[config.mk]
export PLATFORM = sky130hd
export DESIGN_NAME = instr_sequencer
export DESIGN_NICKNAME = d
export VERILOG_FILES = /design/src/rtl/instr_sequencer.sv
export SDC_FILE = /design/constraint.sdc
export NUM_CORES = 1
export LEC_CHECK = 0
export ABC_AREA = 1
export CORE_MARGIN = 3
export CORE_UTILIZATION = 44
export CTS_BUF_LIST = sky130_fd_sc_hd__clkbuf_16
export CTS_CLUSTER_SIZE = 8
export DETAILED_ROUTE_END_ITERATION = 8
export HOLD_SLACK_MARGIN = 0.15
export PLACE_DENSITY_LB_ADDON = 0.3
export SETUP_SLACK_MARGIN = 0.02
export SYNTH_ARGS = -nofsm -noshare
export SYNTH_HDL_FRONTEND = slang
export SYNTH_SLANG_ARGS = --single-unit
[constraint.sdc]
create_clock -name CLKin -period 2.3 [get_ports CLKin]
set_input_delay 0.345 -clock CLKin [delete_from_list [all_inputs] [get_ports CLKin]]
set_output_delay 0.345 -clock CLKin [all_outputs]
set_load 0.01 [all_outputs]
[src/rtl/instr_sequencer.sv]
// Fetch/issue sequencer for the Aeolus control path.
// Reads 4-bit opcodes from program memory at PC and presents each one to the decoder
// through a valid/ready handshake. Supports free-run, single-step, halt request and restart.
//
// Ports:
//   CLKin, nRST      clock (rising edge) and asynchronous active-low reset
//   run              level, fetch/issue continuously while not halted
//   step             pulse in idle, fetch/issue exactly one instruction
//   halt_req         pulse, stop after the current instruction completes
//   restart          pulse in idle/halt, PC <= 0 and go idle
//   mem_addr/mem_rd  program memory address (= PC) and one-cycle read strobe
//   mem_data/valid   opcode returned by memory, accepted only while waiting for it
//   instr_out/valid  opcode presented to the decoder, held until instr_ready
//   instr_ready      datapath accepted the opcode this cycle
//   pc_out           current PC
//   busy, halted     status: instruction in flight / stopped on PC wrap
module instr_sequencer #(
   parameter int unsigned PC_WIDTH     = 4,
   parameter bit          HALT_ON_WRAP = 1'b1
) (
   input  logic                CLKin,
   input  logic                nRST,
   input  logic                run,
   input  logic                step,
   input  logic                halt_req,
   input  logic                restart,
   output logic [PC_WIDTH-1:0] mem_addr,
   output logic                mem_rd,
   input  logic [3:0]          mem_data,
   input  logic                mem_valid,
   output logic [3:0]          instr_out,
   output logic                instr_valid,
   input  logic                instr_ready,
   output logic [PC_WIDTH-1:0] pc_out,
   output logic                busy,
   output logic                halted
);

   typedef enum logic [2:0] {StIdle, StFetch, StWait, StIssue, StHalt} state_e;

   state_e              state_q, state_d;
   logic [PC_WIDTH-1:0] pc_q, pc_d;
   logic [3:0]          instr_q, instr_d;
   logic                halt_pend_q, halt_pend_d;
   logic                step_mode_q, step_mode_d;
   logic                pc_at_max;

   assign pc_at_max = (pc_q == {PC_WIDTH{1'b1}});

   always_ff @(posedge CLKin or negedge nRST) begin
      if (!nRST) begin
         state_q     <= StIdle;
         pc_q        <= '0;
         instr_q     <= '0;
         halt_pend_q <= 1'b0;
         step_mode_q <= 1'b0;
      end else begin
         state_q     <= state_d;
         pc_q        <= pc_d;
         instr_q     <= instr_d;
         halt_pend_q <= halt_pend_d;
         step_mode_q <= step_mode_d;
      end
   end

   always_comb begin
      state_d     = state_q;
      pc_d        = pc_q;
      instr_d     = instr_q;
      halt_pend_d = halt_pend_q;
      step_mode_d = step_mode_q;

      unique case (state_q)
         StIdle: begin
            if (run) begin
               state_d     = StFetch;
               step_mode_d = 1'b0;
            end else if (step) begin
               state_d     = StFetch;
               step_mode_d = 1'b1;
            end else if (restart) begin
               pc_d = '0;
            end
         end
         StFetch: state_d = StWait;
         StWait: begin
            if (mem_valid) begin
               instr_d = mem_data;
               state_d = StIssue;
            end
         end
         StIssue: begin
            if (instr_ready) begin
               pc_d = pc_q + 1'b1;
               // halt_req coincident with the handshake already counts as pending
               if (pc_at_max && HALT_ON_WRAP) begin
                  state_d = StHalt;
               end else if (halt_pend_q || halt_req || step_mode_q || !run) begin
                  state_d = StIdle;
               end else begin
                  state_d = StFetch;
               end
            end
         end
         StHalt: begin
            if (restart) begin
               pc_d    = '0;
               state_d = StIdle;
            end
         end
         default: state_d = StIdle;
      endcase

      if (halt_req && (state_q == StFetch || state_q == StWait || state_q == StIssue)) begin
         halt_pend_d = 1'b1;
      end
      // Pending halt is consumed by reaching idle or halt
      if (state_d == StIdle || state_d == StHalt) begin
         halt_pend_d = 1'b0;
      end
   end

   assign mem_addr    = pc_q;
   assign pc_out      = pc_q;
   assign mem_rd      = (state_q == StFetch);
   assign instr_out   = instr_q;
   assign instr_valid = (state_q == StIssue);
   assign busy        = (state_q == StFetch) || (state_q == StWait) || (state_q == StIssue);
   assign halted      = (state_q == StHalt);

endmodule

==> results.tsv <==
metric	value	unit
htreeDepth	1	
antenna_found_initial	0	
post-route-period-util	85.4	%
power	1.26	mW
clock_sinks	13	
max_cap_viol_count	0	
grt_max_degree	14	
outcome	finished, final reports clean	
synth_top_area_share	46.8	%
io_buffer_count	27	
p_switching	431	µW
worst_pin_slew	0.578	ns
detail-route-antenna-nets	0	
drive_above_1_share	9.82	%
layout_setup_ws	0.336	ns
crit_path_start_kind	flip-flop	
multi_input_area	307	µm²
p_clk_share	25.2	%
gp_congestion	0.755	
placed_cells	123	
p_seq_share	31.6	%
synthTopCellsByArea	dfrtp_1 (47%), nand2_1 (12%), mux2_2 (6.5%)	
cts_buffer_depth	2	
syn_area	696	µm²
slew_viol_final	0	
drcViolationCount	0	
first_pass_iters	4	
worstReg2RegEnd	mem_addr[2]$_DFFE_PN0P_	
vias	655	
io_pins	28	
synth_ff_type	dfrtp_1	
hold_buffers	0	
clk_latency	0.24	ns
synthToLayoutAreaGrowth	48.6	%
syn_area_per_cell	8.18	µm²
dieArea	2090	µm²
place_ws	0.630	ns
synth.most_common_cell	nand2_1	
row_count	13	
r2r_cells	6	
diodes	0	
ys_warn_count	0	
grt_pass1_vias	634	
syn_nets	98	
wire_per_inst	13.4	µm
p_int	825	µW
core_area	1380	µm²
relSlewSlack	61.3	%
fin_tns_setup	0	ns
skew	0.00190	ns
period_minus_slack	1.96	ns
final-seq-area	325	µm²
hold_violations	0	
cp-end-kind	output pin	
worst_ep_arrival_time	1.62	ns
die_y	45.8	µm
r2r_start	state_q[2]$_DFF_PN0_	
cts_setup_buffers	0	
nFillCells	102	
clockRootBuffer	clkbuf_16	
rrSetupSlack	0.98	ns
drt-total-wl	1.70	mm
startpoint	state_q[2]$_DFF_PN0_	
synthTopCellsByCount	nand2_1 (23), dfrtp_1 (13), nor2_1 (11)	
initial_utilization	50.3	%
grt_util_all_layers	19.8	%
ys_types	20	
place_hpwl	1.26	mm
path_max_fanout	7	
syn_inst	85	
cts_tree	built	
ys_async_sr_fraction	100	%
fmax	509	MHz
p_comb_share	43.1	%
hold_class	in -> async	
stdcell_count	127	
rsz0062_at_grt	false	
vias_per_cell	5.16	
worstPathRequired	1.96	ns
irDropWorstVdd	0.778	mV
die_w	45.8	µm
crit_type	reg -> out	
grt_pass1_wl	2.80	mm
setup_violations	0	
cts.reportedPaths.clkPinSlew	0.04	ns
cts_resized	0	
cts_made_buffers	3	
utilization	74.8	%
synth-edff-count	0	
p_leak	0.494	nW
yosysSeqAreaShare	46.8	%
pwr_density_cell	1220	nW/µm²
yosysTopAreaCell	dfrtp_1	
synth_seq_cells	13	
drt-initial-drc-count	19	
grt_overflow	0	
fin_nets	126	
switching_share	34.3	%
-- metrics by stage --
step	instance area [µm²]	hold slack, ns
6_report	1030	0.480
5_1_grt	1030	0.512
4_1_cts	1030	0.498
3_5_place_dp	955	0.485
3_3_place_gp	955	0.476
2_1_floorplan	696	0.0494
-- area by class of cell --
class | instances | area share [%]
clock buffers | 3 | 7.26
clock inverters | 1 | 0.363
inverters | 9 | 3.27
multi-input cells | 59 | 29.7
flip-flops and latches | 13 | 31.5
well taps | 15 | 1.82
repair buffers | 27 | 26.2
-- worst max path at each step --
stage | end | depth (start not counted) | slack (ns)
2_1_floorplan | halt_pend_q$_DFFE_PN0P_ | 8 | 1.14
6_report | instr_valid | 4 | 0.34
3_5_place_dp | instr_valid | 4 | 0.63
3_3_place_gp | instr_valid | 4 | 0.66
4_1_cts | instr_valid | 4 | 0.34
5_1_grt | instr_valid | 4 | 0.23
-- critical path, cell delays in order (launching register included) --
cell	delay, ns
dfrtp_1	0.40
inv_1	0.15
nand3_2	0.15
inv_1	0.13
clkdlybuf4s50_1	0.54
-- state kept, by name, indices dropped and copies added (netlist names) --
register     count
instr_out        4
mem_addr         4
state_q          3
halt_pend_q      1
step_mode_q      1
-- layout by cell type, fill, tap and decap left out --
cell type,n
mux2_2,4
xor2_1,1
dfrtp_1,13
inv_1,9
ha_1,1
nand4_1,1
nor2_1,11
clkbuf_16,3
nor2_2,1
clkdlybuf4s50_1,27
nand3_2,1
a21o_1,1
nand3_1,6
nor3_1,1
xnor2_1,1
or2_2,1
inv_2,1
o21ai_1,1
o21ai_0,4
o31ai_1,1
nand2_1,23
-- metal layers --
metal	routed length, µm	vias to the layer above	global-route usage, %
met5	0	-	0
met1	706	313	23.0
met2	878	19	32.6
met3	95	2	7.11
met4	16	0	8.52
li1	-	321	-
-- power by group through the flow --
stage	combinational, mW	clock, mW	sequential, mW
6_report	0.542	0.317	0.397
5_1_grt	0.595	0.340	0.411
4_1_cts	0.548	0.324	0.397
3_5_place_dp	0.530	0	0.399
3_3_place_gp	0.521	0	0.391
2_1_floorplan	0.276	0	0.409
-- logic make-up after synthesis --
| group | share of synthesized area, % |
|---|---|
| AND/OR/NAND/NOR | 27.5 |
| multiplexers | 6.47 |
| adder cells (fa/ha/maj) | 1.80 |
| XOR/XNOR | 2.52 |
| AO/OA/AOI/OAI | 5.76 |
| flip-flops | 46.8 |
| buffers and inverters | 9.17 |
Power figures use the tool's default switching activity.
